<file path="src/rtl/btn_irq_pkg.sv">
// btn_irq_pkg: register map constants and vector encoding shared by the button interrupt controller.
package btn_irq_pkg;
    localparam int DATA_W = 8;
    localparam int VEC_VALID_BIT = 7;
    localparam logic [1:0] ADDR_STATUS  = 2'd0;
    localparam logic [1:0] ADDR_PENDING = 2'd1;
    localparam logic [1:0] ADDR_ENABLE  = 2'd2;
    localparam logic [1:0] ADDR_VECTOR  = 2'd3;
    // Lowest-numbered active bit wins, so press bits outrank release bits.
    function automatic logic [DATA_W-1:0] vec_of(input logic [DATA_W-1:0] pe);
        vec_of = '0;
        for (int i = DATA_W - 1; i >= 0; i--)
            if (pe[i]) vec_of = DATA_W'(i) | (DATA_W'(1) << VEC_VALID_BIT);
    endfunction
endpackage

</file>
<file path="src/rtl/btn_edge_detect.sv">
// btn_edge_detect: per-bit rise/fall pulses, suppressed until one level sample exists after reset.
module btn_edge_detect #(
    parameter int N = 4
) (
    input  logic         CLK,
    input  logic         RST,
    input  logic [N-1:0] level,
    output logic [N-1:0] rise,
    output logic [N-1:0] fall
);
    logic [N-1:0] prev;
    logic         armed;
    always_ff @(posedge CLK) begin
        if (RST) begin
            prev  <= '0;
            armed <= 1'b0;
        end else begin
            prev  <= level;
            armed <= 1'b1;
        end
    end
    assign rise = armed ? level & ~prev : '0;
    assign fall = armed ? ~level & prev : '0;
endmodule

</file>
<file path="src/rtl/button_irq_ctrl.sv">
// button_irq_ctrl: sticky press-event pending bits, enable mask, level irq and register port.
// Define BTN_IRQ_RELEASE_EN to also latch release events in bits [N_BTN+3:4].
module button_irq_ctrl
    import btn_irq_pkg::*;
#(
    parameter int N_BTN = 4
) (
    input  logic              CLK,
    input  logic              RST,
    input  logic [N_BTN-1:0]  btn_level,
    input  logic              cs,
    input  logic              we,
    input  logic [1:0]        addr,
    input  logic [DATA_W-1:0] wdata,
    output logic [DATA_W-1:0] rdata,
    output logic              ack,
    output logic              irq
);
    localparam logic [DATA_W-1:0] BTN_MASK = DATA_W'((1 << N_BTN) - 1);
`ifdef BTN_IRQ_RELEASE_EN
    localparam logic [DATA_W-1:0] IMPL_MASK = BTN_MASK | (BTN_MASK << 4);
`else
    localparam logic [DATA_W-1:0] IMPL_MASK = BTN_MASK;
`endif
    logic [N_BTN-1:0]  rise, fall;
    logic [DATA_W-1:0] pending, enable, ev, clr, rd_mux;
    logic              acc, wr;
    btn_edge_detect #(.N(N_BTN)) u_edge (
        .CLK   (CLK),
        .RST   (RST),
        .level (btn_level),
        .rise  (rise),
        .fall  (fall)
    );
    always_comb begin
        acc    = cs & ~ack;
        wr     = acc & we;
        ev     = (DATA_W'(rise) | (DATA_W'(fall) << 4)) & IMPL_MASK;
        clr    = (wr && addr == ADDR_PENDING) ? wdata : '0;
        rd_mux = addr == ADDR_STATUS  ? DATA_W'(btn_level) :
                 addr == ADDR_PENDING ? pending :
                 addr == ADDR_ENABLE  ? enable : vec_of(pending & enable);
    end
    // Events are OR-ed in after the clear so a same-cycle set always survives.
    always_ff @(posedge CLK) begin
        if (RST) begin
            pending <= '0;
            enable  <= '0;
            irq     <= 1'b0;
            ack     <= 1'b0;
            rdata   <= '0;
        end else begin
            pending <= (pending & ~clr) | ev;
            enable  <= (wr && addr == ADDR_ENABLE) ? wdata & IMPL_MASK : enable;
            irq     <= |(pending & enable);
            ack     <= acc;
            rdata   <= (acc && !we) ? rd_mux : '0;
        end
    end
endmodule

</file>
<file path="config.mk">
export PLATFORM = sky130hd
export DESIGN_NAME = button_irq_ctrl
export DESIGN_NICKNAME = d
export VERILOG_FILES = /design/src/rtl/btn_irq_pkg.sv /design/src/rtl/btn_edge_detect.sv /design/src/rtl/button_irq_ctrl.sv
export SDC_FILE = /design/constraint.sdc
export NUM_CORES = 1
export LEC_CHECK = 0
export ABC_AREA = 1
export CORE_MARGIN = 2
export CORE_UTILIZATION = 47
export CTS_CLUSTER_DIAMETER = 120
export DETAILED_ROUTE_END_ITERATION = 8
export PLACE_DENSITY = 0.89
export SETUP_SLACK_MARGIN = 0.2
export SYNTH_ARGS = -nofsm -noshare
export SYNTH_HDL_FRONTEND = slang
export SYNTH_HIERARCHICAL = 1
export SYNTH_SLANG_ARGS = --single-unit
</file>
<file path="constraint.sdc">
create_clock -name CLK -period 1.4 [get_ports CLK]
set_clock_uncertainty 0.15 [all_clocks]
set_input_delay 0.14 -clock CLK [delete_from_list [all_inputs] [get_ports CLK]]
set_output_delay 0.14 -clock CLK [all_outputs]
set_load 0.02 [all_outputs]
</file>
Word level (Yosys, flattened, before mapping)
Cells that the tools add are included.

operators by class
  muxes and demuxes = 14
  bitwise logic cells = 11
  reductions and logical operators = 8
  eq/ne operators = 2

operator list
  operator                                                             count
  8-bit 2-to-1 mux                                                     11
  8-bit by 4-bit AND with 8-bit output                                 1
  8-bit AND                                                            1
  4-bit 2-to-1 mux                                                     2
  8-bit NOT                                                            1
  8-bit by 4-bit bitwise OR with 8-bit output                          1
  8-bit OR reduction                                                   1
  4-bit AND                                                            1
  4-bit NOT                                                            1
  4-bit by 1-bit bitwise OR with 4-bit output (second input constant)  1
  1-bit logical AND                                                    3
  3-bit OR reduction                                                   1
  1-bit AND                                                            2
  2-bit by 1-bit == test with 1-bit output (second input constant)     1
  2-bit == test (second input constant)                                1
  2-bit logical NOT                                                    1
  1-bit NOT                                                            2
  2-bit OR reduction                                                   1
  1-bit logical NOT                                                    1
  1-bit 2-to-1 mux                                                     1

word-level totals
  input bits = 18
  logic and storage cells = 43
  output and inout port bits = 10
  bits in registers = 27

Longest topological paths before layout
Gate-level depths: netlist (run 1).

  depth after elaboration = 12
  mapped depth = 8
  depth with buffers taken out = 8

By module
The synthesis (run 1) kept the hierarchy.

modules (own cells, without submodules)
  module           cells an instance  instances  area an instance (um2)  seq. area each (um2)
  button_irq_ctrl  123                1          935.9                   440.4
  btn_edge_detect  31                 1          198.9                   100.1

Worst setup path before layout (run 1)
Ideal clock, no wire load.

  path kind = register to register
  start = register ack
  end = register rdata[0]
  path buffers = 0
  stages on the path, launching flop included = 6
  arrival = 1.014 ns
  setup time = 0.066 ns
  required time = 1.184 ns
  period minus slack after synthesis = 1.230 ns
  slack = 0.170 ns
  cells stage by stage = dfxtp_1 -> nor2_4 -> inv_2 -> nor3_4 -> o21ai_0 -> a21oi_2

between the ends
  word-level cells in the longest chain between the ends = 5

RTL lines
  what                                 line                   source
  from (decl)                          button_irq_ctrl.sv:16  output logic ack,
  from (signal assigned)               button_irq_ctrl.sv:50  ack <= 1'b0;
  from (signal assigned)               button_irq_ctrl.sv:56  ack <= acc;
  1-bit NOT                            button_irq_ctrl.sv:36  acc = cs & ~ack;
  1-bit AND                            button_irq_ctrl.sv:36
  1-bit logical AND                    button_irq_ctrl.sv:57  rdata <= (acc && !we) ? rd_mux : '0;
  1-bit NOT (no source line)           --
  2-bit OR reduction (no source line)  --
  to (signal assigned)                 button_irq_ctrl.sv:57
  to (decl)                            button_irq_ctrl.sv:15  output logic [DATA_W-1:0] rdata,

No other way between the ends.
A chain may end at the register's enable or synchronous reset.

Worst setup path in the final report (run 1)
Same ends and word-level chain as after synthesis.

==> impl_metrics.py, run 1 <==
metrics = {
    "outcome": {
        "outcome": "completed",
    },
    "global_route": {
        "grt_pass1_vias": 939,
        "grt_first_pass_wirelength_um": 3946,
        "overflow": 0,
        "grt_max_degree": 20,
        "antenna_found_initial": 0,
        "track_usage_pct": 19.71,
    },
    "detailed_routing": {
        "drc": 0,
        "wl_met2_um": 1212,
        "drtPass1Iterations": 4,
        "routed_wirelength_um": 2387,
        "wl_met3_um": 168,
        "via_per_inst": 4.793,
        "wire_per_inst_um": 11.21,
        "wl_met1_um": 956,
        "drtIter0Drc": 26,
        "top_layer_used": "met4",
        "antenna_left": 0,
        "vias": 1021,
    },
    "critical_path": {
        "start_kind": "flip-flop",
        "cp.required_ns": 1.53,
        "critPathArrivalTime_ns": 1.39,
        "crit_type": "flip-flop to flip-flop",
        "crit_chain": "nor2_4 -> inv_2 -> nor3_4 -> o21ai_0 -> a21oi_2",
        "worst-path-max-fanout": 6,
        "slowest_delay_ns": 0.36,
        "end_kind": "flip-flop",
        "slowest_stage": "dfxtp_2",
    },
    "flow_run": {
        "cap_violations": 0,
    },
    "pwr": {
        "switching_share_pct": 25.51,
        "p_sw_mw": 0.3403,
        "p_seq_share_pct": 60.2,
        "p_int_mw": 0.9939,
        "power_density_nw_per_um2": 896.9,
        "ir_drop_mv": 0.8414,
        "finalPower_mw": 1.334,
        "p_leak_nw": 0.6808,
        "pwr-share-clk_pct": 25.5,
        "p_comb_share_pct": 14.2,
    },
    "clock_network": {
        "cts_tree": "built",
        "cts_num_sinks": 27,
        "postCtsHoldBufs": 0,
        "cts_buffers": 3,
        "cts_root_buf": "clkbuf_4",
        "clk_pin_slew_ns": 0.14,
        "cts_buffer_depth": 2,
        "clock_latency_ns": 0.34,
        "ctsHtreeMaxLevel": 1,
    },
    "synth": {
        "yosys_warnings": 6,
        "synth_nets": 164,
        "syn-instance-count": 146,
        "netlist_area_um2": 1105,
        "avgSynthCellArea_um2": 7.567,
    },
    "finish": {
        "fillers": 190,
        "n_antenna_cell": 0,
        "instances_no_fill": 213,
        "drive_gt1_share_pct": 24.32,
        "nets": 204,
        "area_growth_pct": 34.65,
    },
    "timing": {
        "post-route-period-util_pct": 89.90,
        "worst_pin_slew_ns": 0.3000,
        "setup_viol": 0,
        "rsz0062_at_grt": "yes",
        "slew_violations": 0,
        "slew_headroom_pct": 79.94,
        "final_hold_viol_count": 0,
        "finalCriticalPeriod_ns": 1.259,
        "fmax_mhz": 794.5,
    },
    "floorplan": {
        "die_w_um": 52.49,
        "die_height_um": 52.49,
        "start_util_pct": 49.94,
        "num_rows": 17,
        "ioPinCount": 28,
        "die_area_um2": 2755,
        "core_area_um2": 2212,
    },
    "min_path": {
        "hp-class": "input pin to flip-flop",
    },
    "placement": {
        "hpwl_um": 1833,
        "dp_cells": 209,
        "place_congestion": 0.8349,
        "port_buffers": 27,
    },
}
==> power by group through the flow <==
| stage | Combinational, mW | Sequential [mW] | Clock [mW] |
|---|---|---|---|
| after floorplan | 0.0742 | 0.822 | 0 |
| after global placement | 0.181 | 0.820 | 0 |
| after detailed placement | 0.185 | 0.821 | 0 |
| after CTS | 0.185 | 0.804 | 0.346 |
| after global routing | 0.208 | 0.806 | 0.368 |
| final | 0.190 | 0.804 | 0.341 |
==> cell type report <==
| class | count | area (µm²) | share of cell area (%) |
|---|---|---|---|
| tap | 28 | 35.03 | 2.355 |
| clock inverter | 1 | 5.005 | 0.3364 |
| timing repair buffer | 37 | 301.5 | 20.27 |
| inverter | 30 | 117.6 | 7.906 |
| sequential | 27 | 541.8 | 36.42 |
| multi-input combinational | 87 | 464.2 | 31.20 |
| clock buffer | 3 | 22.52 | 1.514 |
==> stage by stage <==
stage | worst slack (ns) | hold WS [ns] | util (%) | area, µm² | TNS (ns)
after floorplan | 0.2418 | 0.04652 | - | 1106 | 0
after global placement | -0.1747 | 0.2697 | 66.80 | 1478 | -2.286
after detailed placement | -0.2575 | 0.2875 | 66.80 | 1478 | -3.110
after CTS | 0.1641 | 0.1859 | 66.40 | 1469 | 0
after global routing | 0.07343 | 0.1904 | 67.25 | 1488 | 0
final | 0.1414 | 0.1888 | 67.25 | 1488 | 0
==> placed cells by master (no fill, tap or decap), drive strengths merged, types with 3 or more instances in the layout <==
master	count
clkbuf	3
nand3	4
a21oi	11
buf	20
clkdlybuf4s50	16
a211oi	6
nand2	37
nor2	21
inv	30
o21ai	4
dfxtp	27
==> path summary, 6_finish.rpt <==
kind                              endpoint  slack [ns]  cells past startpoint  startpoint
worst min-delay path            pending[4]        0.19                      2    wdata[4]
worst max register to register    rdata[0]        0.14                      5         ack
worst max-delay path              rdata[0]        0.14                      5         ack
worst min register to register    rdata[4]        0.31                      2  pending[4]
==> critical path, delay by kind of cell, from the launching register on <==
kind,cells,cell delay [ns]
flops,1,0.36
compound gates,2,0.30
simple gates,2,0.34
buf+inv,1,0.06
==> sequential cells by signal, summed over array words and instances (netlist names) <==
signal / count
irq: 1
rdata: 8
u_edge/prev: 4
u_edge/armed: 1
enable: 4
pending: 8
ack: 1
==> layer usage <==
metal	global-route usage (%)	vias to the layer above
met3	3.714	6
met5	0	-
li1	-	524
met2	32.71	44
met1	23.51	447
met4	11.54	0
==> timing repair <==
item                                   CTS  global route
endpoints found under the hold margin    0             0
cloned                                   0             0
setup endpoints to repair               20            16
buffers inserted                         0             0
pin swaps                                0             2
resized for setup                       46             6
Note: power is estimated with default switching activity, not from simulation.
==> run 2: changes to the inputs <==
--- a/config.mk
+++ b/config.mk
@@ -5,12 +5,11 @@
 export SDC_FILE = /design/constraint.sdc
 export NUM_CORES = 1
 export LEC_CHECK = 0
-export ABC_AREA = 1
-export CORE_MARGIN = 2
-export CORE_UTILIZATION = 47
+export CORE_MARGIN = 1.5
+export CORE_UTILIZATION = 48
 export CTS_CLUSTER_DIAMETER = 120
 export DETAILED_ROUTE_END_ITERATION = 8
-export PLACE_DENSITY = 0.89
+export PLACE_DENSITY = 0.9
 export SETUP_SLACK_MARGIN = 0.2
 export SYNTH_ARGS = -nofsm -noshare
 export SYNTH_HDL_FRONTEND = slang
==> run 2 against run 1 <==
Compared with the run above:
- first-iteration DRC count is 50% lower
- global-route usage is 1.8 points higher
- count of clock-buffer cells in the layout stayed put
- sequential share of layout area is 0.56 points higher
- register-to-register slack worse by 0.06 ns
- power is 0.60% higher
- highest routed layer unchanged
==> impl_metrics.py, run 2 <==
metrics = {
    "outcome": {
        "outcome": "completed",
    },
    "clock_network": {
        "cts_tree": "built",
        "cts_num_sinks": 27,
        "cts_root_buf": "clkbuf_4",
        "ctsHtreeMaxLevel": 1,
        "clk_pin_slew_ns": 0.15,
        "cts_buffer_depth": 2,
        "clock_latency_ns": 0.34,
        "postCtsHoldBufs": 0,
        "cts_buffers": 3,
    },
    "finish": {
        "final_cell_mix": "dfxtp_1 (23), nor2_1 (16), clkdlybuf4s50_1 (16)",
        "seq_area_um2": 545.5,
        "multi_input_area_um2": 539.3,
        "area_growth_pct": 32.17,
        "layout_commonest_cell": "dfxtp_1",
        "instances_no_fill": 175,
        "post-route-util_pct": 66.69,
        "fillers": 170,
        "n_antenna_cell": 0,
        "drive_gt1_share_pct": 30.61,
        "top_regs": "pending: 8 flops, rdata: 8 flops",
        "nets": 166,
    },
    "floorplan": {
        "die_height_um": 51.22,
        "die_w_um": 51.22,
        "start_util_pct": 50.45,
        "die_area_um2": 2623,
        "num_rows": 17,
        "ioPinCount": 28,
        "core_area_um2": 2212,
    },
    "global_route": {
        "grt_max_degree": 20,
        "track_usage_pct": 21.48,
        "overflow": 0,
        "grt_first_pass_wirelength_um": 4133,
        "grt_pass1_vias": 967,
        "antenna_found_initial": 0,
    },
    "timing": {
        "slew_violations": 0,
        "fmax_mhz": 755.7,
        "slew_headroom_pct": 79.37,
        "worst_pin_slew_ns": 0.3070,
        "setup_viol": 0,
        "post-route-period-util_pct": 94.52,
        "fin_setup_tns_ns": 0,
        "finalCriticalPeriod_ns": 1.323,
        "fin_ws_ns": 0.07666,
        "rsz0062_at_grt": "yes",
        "final_hold_viol_count": 0,
    },
    "critical_path": {
        "cp.required_ns": 1.55,
        "crit_chain": "nand2b_4 -> or3_4 -> nor3_4 -> and2_1",
        "end_kind": "flip-flop",
        "slowest_delay_ns": 0.37,
        "cp_top_family": "simple AND/OR/NAND/NOR gates",
        "slowest_stage": "or3_4",
        "worst-path-buf-inv": 0,
        "worst-path-max-fanout": 5,
        "start_kind": "flip-flop",
        "critPathArrivalTime_ns": 1.47,
        "r2r_cells": 4,
        "worst-path-stages": 4,
        "crit_type": "flip-flop to flip-flop",
    },
    "pwr": {
        "power_density_nw_per_um2": 909.9,
        "finalPower_mw": 1.342,
        "p_leak_nw": 0.6068,
        "ir_drop_mv": 0.7331,
    },
    "synth": {
        "avgSynthCellArea_um2": 9.965,
        "synth_nets": 130,
        "syn-instance-count": 112,
        "yosys_warnings": 6,
        "netlist_area_um2": 1116,
    },
    "detailed_routing": {
        "antenna_left": 0,
        "wire_per_inst_um": 13.41,
        "via_per_inst": 5.091,
        "drtPass1Iterations": 4,
        "drtIter0Drc": 13,
        "vias": 891,
        "routed_wirelength_um": 2347,
        "drc": 0,
    },
    "placement": {
        "port_buffers": 27,
        "dp_cells": 170,
        "hpwl_um": 1834,
        "pre_cts_slack_ns": -0.2851,
        "place_congestion": 0.8877,
    },
    "flow_run": {
        "cap_violations": 0,
    },
    "min_path": {
        "hold_depth": 2,
        "hp-class": "input pin to flip-flop",
    },
}
==> run 2: changes by cell type in the layout (fill, tap and decap cells not counted), sizes merged, moves of 4 or more <==
cell,delta
nand2,-33
nor2b,+6
a311oi,+4
o21ai,-4
nand3,-4
nand2b,+6
and3b,+5
nor2,-4
and2,+5
a211oi,-6
mux2i,+7
inv,-24
==> run 2: final timing paths <==
check	from	end	slack, ns
setup / recovery	ack	rdata[5]	0.08
hold / removal	wdata[6]	pending[6]	0.20
setup reg to reg	ack	rdata[5]	0.08
hold reg to reg	pending[4]	pending[4]	0.32
==> run 2: power by group <==
part           switching, mW  internal [mW]  leakage (nW)  total, mW
registers             0.0145          0.791         0.222      0.806
clock network          0.237          0.108        0.0177      0.345
logic                 0.0863          0.106         0.367      0.192
==> run 2: stage by stage <==
step,hold slack [ns],cell area (µm²)
finish,0.1959,1475
global route,0.1899,1475
CTS,0.1732,1445
detailed placement,0.2836,1444
global placement,0.2846,1444
floorplan,0.04652,1120
==> run 2: timing repair <==
item | in CTS | in global routing
pin swaps | 6 | 9
gates resized for setup | 45 | 8
setup endpoints to repair | 30 | 21
buffers inserted | 0 | 1
==> run 2: layout make-up <==
type	count	share of cell area (%)
multi-input cells	73	36.56
flip-flops and latches	27	36.98
repair buffers	37	20.70
clock inverters	1	0.3393
well taps	28	2.375
clock buffers	3	1.527
inverters	6	1.527
==> run 2: routing by layer <==
| metal | share of wire, % | vias up | track usage, % |
|---|---|---|---|
| li1 | - | 447 | - |
| met1 | 43 | 417 | 25.88 |
| met2 | 50 | 22 | 36.36 |
| met3 | 4.1 | 5 | 2.632 |
| met4 | 2.4 | 0 | 13.16 |
| met5 | 0 | - | 0 |
